$ cat config.mk
export PLATFORM = sky130hd
export DESIGN_NAME = i2c_target_regfile
export DESIGN_NICKNAME = d
export VERILOG_FILES = /design/src/rtl/i2c_target_regfile.sv
export SDC_FILE = /design/constraint.sdc
export NUM_CORES = 1
export LEC_CHECK = 0
export CAP_MARGIN = 20
export CORE_MARGIN = 1.5
export CORE_UTILIZATION = 55
export CTS_CLUSTER_DIAMETER = 50
export CTS_CLUSTER_SIZE = 30
export DETAILED_ROUTE_END_ITERATION = 6
export PLACE_DENSITY = 0.76
export SLEW_MARGIN = 20
export SYNTH_ARGS = -nofsm -noshare
export SYNTH_HDL_FRONTEND = slang
export SYNTH_SLANG_ARGS = --single-unit
$ cat constraint.sdc
create_clock -name clk -period 2.15 [get_ports clk]
set_input_delay 0.43 -clock clk [delete_from_list [all_inputs] [get_ports clk]]
set_output_delay 0.43 -clock clk [all_outputs]
set_load 0.005 [all_outputs]
$ cat src/rtl/i2c_target_regfile.sv
// I2C target with a NUM_REGS x 8-bit register file, shared with a local fabric port.
// Open-drain: only output enables are driven; the pads are resolved outside this block.
module i2c_target_regfile #(
   parameter logic [6:0]  DEV_ADDR = 7'h3C,
   parameter int unsigned NUM_REGS = 16,
   parameter int unsigned FILT_LEN = 3
) (
   input  logic       clk,
   input  logic       reset,
   input  logic       sda_in,
   input  logic       scl_in,
   output logic       sda_oe,
   output logic       scl_oe,
   output logic       busy,
   output logic       wr_strobe,
   output logic [7:0] wr_index,
   input  logic [7:0] loc_addr,
   input  logic       loc_we,
   input  logic [7:0] loc_wdata,
   output logic [7:0] loc_rdata
);

   localparam int unsigned PW = $clog2(NUM_REGS);
   localparam int unsigned FW = $clog2(FILT_LEN + 1);
   localparam logic [FW-1:0] FLIM = FW'(FILT_LEN - 1);

   typedef enum logic [3:0] {
      StIdle, StAddr, StAckA, StPtr, StAckP, StWr, StAckW, StRd, StRdAck, StIgnore, StWaitStop
   } state_e;

   logic [1:0]    sda_sync, scl_sync;
   logic          sda_f, scl_f, sda_p, scl_p;
   logic [FW-1:0] sda_cnt, scl_cnt;
   logic          scl_rise, scl_fall, start_c, stop_c;

   state_e        state;
   logic [7:0]    regs [NUM_REGS];
   logic [PW-1:0] ptr, ptr_inc, loc_idx;
   logic [7:0]    shreg, sh_next, tx, wr_data;
   logic [3:0]    bit_cnt;
   logic          rw;
   logic          unused_bits;

   assign scl_oe      = 1'b0;
   assign ptr_inc     = ptr + 1'b1;
   assign loc_idx     = loc_addr[PW-1:0];
   assign sh_next     = {shreg[6:0], sda_f};
   assign unused_bits = ^loc_addr;

   // A level is accepted only after FILT_LEN consecutive synchronised samples disagree with it.
   always_ff @(posedge clk) begin
      if (reset) begin
         sda_sync <= 2'b11;
         scl_sync <= 2'b11;
         sda_f    <= 1'b1;
         scl_f    <= 1'b1;
         sda_p    <= 1'b1;
         scl_p    <= 1'b1;
         sda_cnt  <= '0;
         scl_cnt  <= '0;
      end else begin
         sda_sync <= {sda_sync[0], sda_in};
         scl_sync <= {scl_sync[0], scl_in};
         sda_p    <= sda_f;
         scl_p    <= scl_f;
         if (sda_sync[1] == sda_f) begin
            sda_cnt <= '0;
         end else if (sda_cnt == FLIM) begin
            sda_f   <= sda_sync[1];
            sda_cnt <= '0;
         end else begin
            sda_cnt <= sda_cnt + 1'b1;
         end
         if (scl_sync[1] == scl_f) begin
            scl_cnt <= '0;
         end else if (scl_cnt == FLIM) begin
            scl_f   <= scl_sync[1];
            scl_cnt <= '0;
         end else begin
            scl_cnt <= scl_cnt + 1'b1;
         end
      end
   end

   assign scl_rise = scl_f & ~scl_p;
   assign scl_fall = ~scl_f & scl_p;
   assign start_c  = scl_f & scl_p & sda_p & ~sda_f;
   assign stop_c   = scl_f & scl_p & ~sda_p & sda_f;

   always_ff @(posedge clk) begin
      if (reset) begin
         state     <= StIdle;
         sda_oe    <= 1'b0;
         busy      <= 1'b0;
         wr_strobe <= 1'b0;
         wr_index  <= '0;
         wr_data   <= '0;
         loc_rdata <= '0;
         ptr       <= '0;
         shreg     <= '0;
         tx        <= '0;
         bit_cnt   <= '0;
         rw        <= 1'b0;
         for (int i = 0; i < NUM_REGS; i++) regs[i] <= '0;
      end else begin
         wr_strobe <= 1'b0;
         // I2C commit lands in the strobe cycle; a local write to the same index overrides it.
         if (wr_strobe) regs[wr_index[PW-1:0]] <= wr_data;
         if (loc_we) regs[loc_idx] <= loc_wdata;
         loc_rdata <= regs[loc_idx];

         if (stop_c) begin
            state   <= StIdle;
            sda_oe  <= 1'b0;
            busy    <= 1'b0;
            bit_cnt <= '0;
         end else if (start_c) begin
            state   <= StAddr;
            sda_oe  <= 1'b0;
            bit_cnt <= '0;
         end else begin
            if (scl_rise) begin
               shreg   <= sh_next;
               bit_cnt <= bit_cnt + 1'b1;
            end
            unique case (state)
               StAddr: if (scl_fall && bit_cnt == 4'd8) begin
                  bit_cnt <= '0;
                  rw      <= shreg[0];
                  if (shreg[7:1] == DEV_ADDR) begin
                     state  <= StAckA;
                     sda_oe <= 1'b1;
                     busy   <= 1'b1;
                  end else begin
                     state <= StIgnore;
                     busy  <= 1'b0;
                  end
               end
               StAckA: if (scl_fall) begin
                  bit_cnt <= '0;
                  if (rw) begin
                     state  <= StRd;
                     tx     <= regs[ptr];
                     sda_oe <= ~regs[ptr][7];
                  end else begin
                     state  <= StPtr;
                     sda_oe <= 1'b0;
                  end
               end
               StPtr: if (scl_fall && bit_cnt == 4'd8) begin
                  ptr    <= shreg[PW-1:0];
                  sda_oe <= 1'b1;
                  state  <= StAckP;
               end
               StAckP: if (scl_fall) begin
                  sda_oe  <= 1'b0;
                  bit_cnt <= '0;
                  state   <= StWr;
               end
               StWr: begin
                  if (scl_rise && bit_cnt == 4'd7) begin
                     wr_strobe <= 1'b1;
                     wr_index  <= 8'(ptr);
                     wr_data   <= sh_next;
                  end
                  if (scl_fall && bit_cnt == 4'd8) begin
                     sda_oe <= 1'b1;
                     state  <= StAckW;
                  end
               end
               StAckW: if (scl_fall) begin
                  sda_oe  <= 1'b0;
                  bit_cnt <= '0;
                  ptr     <= ptr_inc;
                  state   <= StWr;
               end
               StRd: if (scl_fall) begin
                  if (bit_cnt == 4'd8) begin
                     sda_oe <= 1'b0;
                     state  <= StRdAck;
                  end else begin
                     tx     <= {tx[6:0], 1'b0};
                     sda_oe <= ~tx[6];
                  end
               end
               StRdAck: begin
                  if (scl_rise && sda_f) begin
                     state <= StWaitStop;
                     busy  <= 1'b0;
                  end else if (scl_fall) begin
                     ptr     <= ptr_inc;
                     tx      <= regs[ptr_inc];
                     sda_oe  <= ~regs[ptr_inc][7];
                     bit_cnt <= '0;
                     state   <= StRd;
                  end
               end
               default: ;
            endcase
         end
      end
   end

endmodule

==> After elaboration in Yosys (flattened, before gate mapping) <==
Memories as Yosys holds them, arrays and structs flattened. A register that Yosys moved wholly into a read port is not among the register bits.
Cells that the tools add are included.
{ "totals": {"regBits": 55, "latch_bits": 0, "ramBits": 128, "romBits": 0, "input_bits": 21, "mem_count": 1} }
{ "mem_list": {"columns": ["name", "depth", "width", "rd", "rd_clocked_by_memory_dff", "wr", "line", "text"], "rows": [
  ["regs", 16, 8, 3, 2, 16, "37", "logic [7:0] regs [NUM_REGS];"]
]} }
{ "op_classes": {"addsub": 4, "n_mul": 0, "div_mod_pow": 0, "magnitude_cmp": 0, "eq_ne": 38, "shifts": 0, "n_mux": 61, "bitwise": 19, "n_reduce_logical": 30} }
{ "op_table": {"columns": ["operator", "n"], "rows": [
  ["$mux W4", 21],
  ["$mux W7", 6],
  ["$reduce_and A9 Y1", 4],
  ["$pmux W4 S7", 1],
  ["$mux W1", 25],
  ["$ne A2 B2 Y1 const B", 12],
  ["$pmux W4 S3", 2],
  ["$ne A3 B3 Y1 const B", 7],
  ["$pmux W7 S3", 1],
  ["$eq A4 B3 Y1 const B", 5],
  ["$mux W8", 2],
  ["$reduce_or A8 Y1", 2],
  ["$not A1 Y1", 12],
  ["$reduce_and A4 Y1", 3],
  ["$reduce_or A3 Y1", 4],
  ["$add A4 B1 Y4 const B", 2],
  ["$eq A4 B2 Y1 const B", 2],
  ["$eq A4 B4 Y1 const B", 2],
  ["$reduce_bool A8 Y1", 1],
  ["$and A1 B1 Y1", 7],
  ["$eq A7 B6 Y1 const B", 1],
  ["$reduce_bool A7 Y1", 1],
  ["$pmux W1 S6", 1],
  ["$reduce_bool A3 Y1", 2],
  ["other kinds (17)", 26]
]} }

==> Depth between registers and ports, before layout <==
{ "logic_depth": {"ltp_word": 7, "mapped_depth": 9, "depth_no_buf": 8} }

==> Worst setup path before layout <==
OpenSTA, ideal clock, no wires.
{ "synth_timing": {"path_type": "input port to flip-flop", "from": "input port loc_addr[0]", "to": "memory regs[1][0] (enable)", "setup_ps": 337, "arrival_time_ps": 1765, "required_time_ps": 1813, "path_slack_ps": 48, "cell_stages": 5, "cell_sequence": "buf_2 -> or3b_1 -> buf_2 -> nor3_4 -> a311o_1"} }
{ "synth_lines": {"columns": ["item", "line", "text"], "rows": [
  ["start: declaration", "17", "input logic [7:0] loc_addr,"],
  ["end: declaration", "37", null]
]} }

==> Worst setup path after layout <==
{ "layout_timing": {"from": "register ptr[0]", "to": "register tx[6]"} }
{ "layout_via": {"elab_chain_cells": 5} }
{ "layout_lines": {"columns": ["item", "line", "text"], "rows": [
  ["start: declaration", "38", "logic [PW-1:0] ptr, ptr_inc, loc_idx;"],
  ["start signal: assignment", "151", "ptr <= shreg[PW-1:0];"],
  ["start signal: assignment", "174", "ptr <= ptr_inc;"],
  ["start signal: assignment", "191", "ptr <= ptr_inc;"],
  ["$add A4 B1 Y4", "45", "assign ptr_inc = ptr + 1'b1;"],
  ["$mem_v2 Z16 W8", null, null],
  ["$mux W7", "190", "end else if (scl_fall) begin"],
  ["$mux W7", "187", "if (scl_rise && sda_f) begin"],
  ["$pmux W7 S3", "126", "unique case (state)"],
  ["end signal: assignment", "143", "tx <= regs[ptr];"],
  ["end signal: assignment", "182", "tx <= {tx[6:0], 1'b0};"],
  ["end signal: assignment", "192", "tx <= regs[ptr_inc];"],
  ["end: declaration", "39", "logic [7:0] shreg, sh_next, tx, wr_data;"]
]} }
No other way between the ends. The select of a mux whose other input is x is not followed.
A chain may end at the register's enable or synchronous reset.

==> insert_results.sql <==
INSERT INTO impl_metrics (metric_group, metric, value, unit) VALUES
('placed_design', 'buffer_ports.inserted', '31', ''),
('global_routing', 'gr-usage-all-layers', '32.83', '%'),
('power_and_ir_drop', 'cellPowerDensity', '603.2', 'mW/mm^2'),
('floorplan', 'initial_cell_density_of_the_core', '55.75', '%'),
('timing', 'worst_pin_slew', '583.2', 'ps'),
('logic_synthesis', 'synth.yosys.seq_area_share', '44.52', '%'),
('layout', 'finish.net_count', '1028', ''),
('floorplan', 'die-area', '0.02206', 'mm^2'),
('timing', 'setup_violations', '0', ''),
('clock_tree', 'path_clk_slew', '70', 'ps'),
('logic_synthesis', 'synthCells', '915', ''),
('worst_setup_path', 'cp_slowest_stage_delay', '490', 'ps'),
('detailed_routing', 'post_drt_via_cell_ratio', '7.002', ''),
('detailed_routing', 'drc', '0', ''),
('worst_setup_path', 'critPathCaptureType', 'flop', ''),
('timing', 'period_minus_slack', '2110', 'ps'),
('worst_setup_path', 'cpMaxStageDelayCell', 'o22ai_1', ''),
('worst_hold_path', 'hold_path.class', 'flop to flop', ''),
('timing', 'fin_skew', '12.97', 'ps'),
('timing', 'worst_slew_margin_rel', '61.04', '%'),
('logic_synthesis', 'synthXorXnorAreaFrac', '0.8380', '%'),
('clock_tree', 'clk_latency', '440', 'ps'),
('clock_tree', 'tritoncts', 'built', ''),
('logic_synthesis', 'synth_top_area_share', '33.00', '%'),
('placed_design', 'globalplace.congestion', '0.9728', ''),
('logic_synthesis', 'synth_compound_gate_area_share', '16.01', '%'),
('timing', 'postLayoutSetupSlackWorst', '39.72', 'ps'),
('global_routing', 'grt_max_degree', '38', ''),
('placed_design', 'placed_cells', '1253', ''),
('global_routing', 'grt_pass1_wl', '53210', 'um'),
('logic_synthesis', 'ys_top_cells_by_count', 'a22o_1 (129), edfxtp_1 (128), mux4_2 (103)', ''),
('layout', 'multi_input_comb_area', '0.006077', 'mm^2'),
('worst_setup_path', 'worst-setup-path-type', 'flop to flop', ''),
('timing', 'grt_setup_unrepaired', 'true', ''),
('floorplan', 'placeableCoreArea', '0.02089', 'mm^2'),
('floorplan', 'top_level_ports', '41', ''),
('logic_synthesis', 'syn-mean-instance-area', '12.73', 'um^2'),
('power_and_ir_drop', 'leakage_power', '4.796', 'nW'),
('logic_synthesis', 'synth.top_cells.by_area', 'edfxtp_1 (33%), mux4_2 (20%), dfxtp_1 (12%)', ''),
('layout', 'share_of_final_layout_standard_cells_stronger_than_drive_strength_1', '32.41', '%'),
('layout', 'nFillCells', '1538', ''),
('clock_tree', 'tritoncts_num_sinks', '195', ''),
('timing', 'report.final.hold_viol_count', '0', ''),
('worst_setup_path', 'critical_path_arrival', '2490', 'ps'),
('power_and_ir_drop', 'irDropWorstVdd', '440.3', 'uV'),
('floorplan', 'fp.dieH', '148.5', 'um'),
('logic_synthesis', 'yosys_most_used_dff', 'edfxtp_1', ''),
('global_routing', 'gr-total-overflow', '0', ''),
('floorplan', 'floorplan.rows', '53', ''),
('detailed_routing', 'ant_nets', '0', ''),
('logic_synthesis', 'yosys.area_share.simple', '10.27', '%'),
('logic_synthesis', 'dominant_combinational_cell_family_by_area_after_synthesis', 'multiplexers', ''),
('outcome', 'status', 'complete, no violations', ''),
('detailed_routing', 'postRouteWirelength', '34850', 'um'),
('detailed_routing', 'detail_route.iter0.violations', '1079', ''),
('floorplan', 'dieWidth', '148.5', 'um'),
('logic_synthesis', 'synth_fa_ha_area_share', '0.5372', '%'),
('logic_synthesis', 'synth_cell_types', '68', ''),
('layout', 'regArea', '0.005190', 'mm^2'),
('detailed_routing', 'num_vias', '9033', ''),
('clock_tree', 'cts_root_buffer', 'clkbuf_16', ''),
('job', 'max-cap-violations', '0', ''),
('timing', 'period_share', '98.15', '%'),
('layout', 'final_cell_count_no_fill', '1290', ''),
('clock_tree', 'cts_htree_levels', '4', ''),
('logic_synthesis', 'async_reset_ff_share', '0', '%'),
('timing', 'hold_slack', '409.4', 'ps'),
('layout', 'synthToLayoutAreaGrowth', '17.67', '%'),
('worst_setup_path', 'cp-start-kind', 'flop', ''),
('power_and_ir_drop', 'total_power', '8.267', 'mW'),
('logic_synthesis', 'synth_warnings', '0', '');
-- critical path: cells and delay by family, from the launching register on --
kind / cells / cell delay (ps)
buf+inv: 1 / 330
simple gates: 4 / 650
flops: 1 / 350
compound gates: 1 / 490
xor+xnor: 1 / 220
-- placed cells by master, fill, tap and decap left out, drive strengths merged, types with 6 or more instances in the layout --
| cell | count |
|---|---|
| dfxtp | 67 |
| clkdlybuf4s50 | 28 |
| mux2i | 38 |
| nand2b | 8 |
| and2 | 10 |
| nand3 | 10 |
| o221ai | 15 |
| o21ai | 18 |
| mux4 | 104 |
| inv | 15 |
| buf | 135 |
| nand2 | 58 |
| or2 | 7 |
| or3 | 9 |
| clkbuf | 17 |
| clkinv | 6 |
| a21oi | 38 |
| o211ai | 7 |
| o22ai | 8 |
| a22o | 129 |
| nor2b | 14 |
| nor2 | 53 |
| nor3 | 29 |
| edfxtp | 128 |
-- path summary, 6_finish.rpt --
| check | startpoint | endpoint | slack [ps] | cells past startpoint |
|---|---|---|---|---|
| min | sda_sync[0] | sda_sync[1] | 410 | 1 |
| min reg2reg | sda_sync[0] | sda_sync[1] | 410 | 1 |
| max | ptr[0] | tx[6] | 40 | 7 |
| max reg2reg | ptr[0] | tx[6] | 40 | 7 |
-- timing repair --
action / CTS / global route
pin swaps: 4 / 8
endpoints found under the setup margin: 13 / 48
buffers inserted: 0 / 4
hold buffers: 0 / 0
resized for setup: 5 / 18
cloned: 1 / 0
-- layer usage --
layer  routed length, um  GRT usage (%)  vias up
li1                    -              -     3834
met1               12770          43.98     4422
met2               15810          49.37      672
met3                4391          9.018      103
met4                1819          16.58        2
met5                  54              0        -
-- power breakdown --
part | leakage, nW | switching (mW) | internal [mW] | total, mW
Clock | 0.303 | 1.55 | 1.77 | 3.32
Sequential | 1.84 | 0.138 | 4.11 | 4.25
Combinational | 2.65 | 0.339 | 0.353 | 0.692
-- cells by family after synthesis --
family,Yosys count
AOI/OAI and AO/OA,239
and+or+nand+nor,215
DFF,195
muxes,143
buffers and inverters,108
xor gates and xnor gates,9
adders and majority gates,5
other,1
-- cell type report --
type	instances	area share (%)
Multi-Input combinational cell	616	44.34
Sequential cell	195	37.87
Clock buffer	17	3.104
Tap cell	275	2.511
Clock inverter	15	1.342
Timing Repair Buffer	164	10.61
Inverter	8	0.2191
-- state kept, by name, summed over array words and instances, names as in the netlist, 2 cells and up, named ones only --
register,flops
wr_data,8
tx,7
loc_rdata,8
wr_index,4
state,4
sda_cnt,2
scl_sync,2
sda_sync,2
scl_cnt,2
regs,128
shreg,8
ptr,4
bit_cnt,4
-- per-stage QoR --
| stage | setup TNS (ps) | util, % | area, um^2 |
|---|---|---|---|
| CTS | 0 | 65.10 | 13600 |
| floorplan | 0 | - | 11660 |
| finish | 0 | 65.61 | 13700 |
| global route | -124.6 | 65.61 | 13700 |
| global placement | -58310 | 61.88 | 12930 |
| detailed placement | -66740 | 61.88 | 12930 |
No activity file was read; power rests on OpenSTA's default activity.
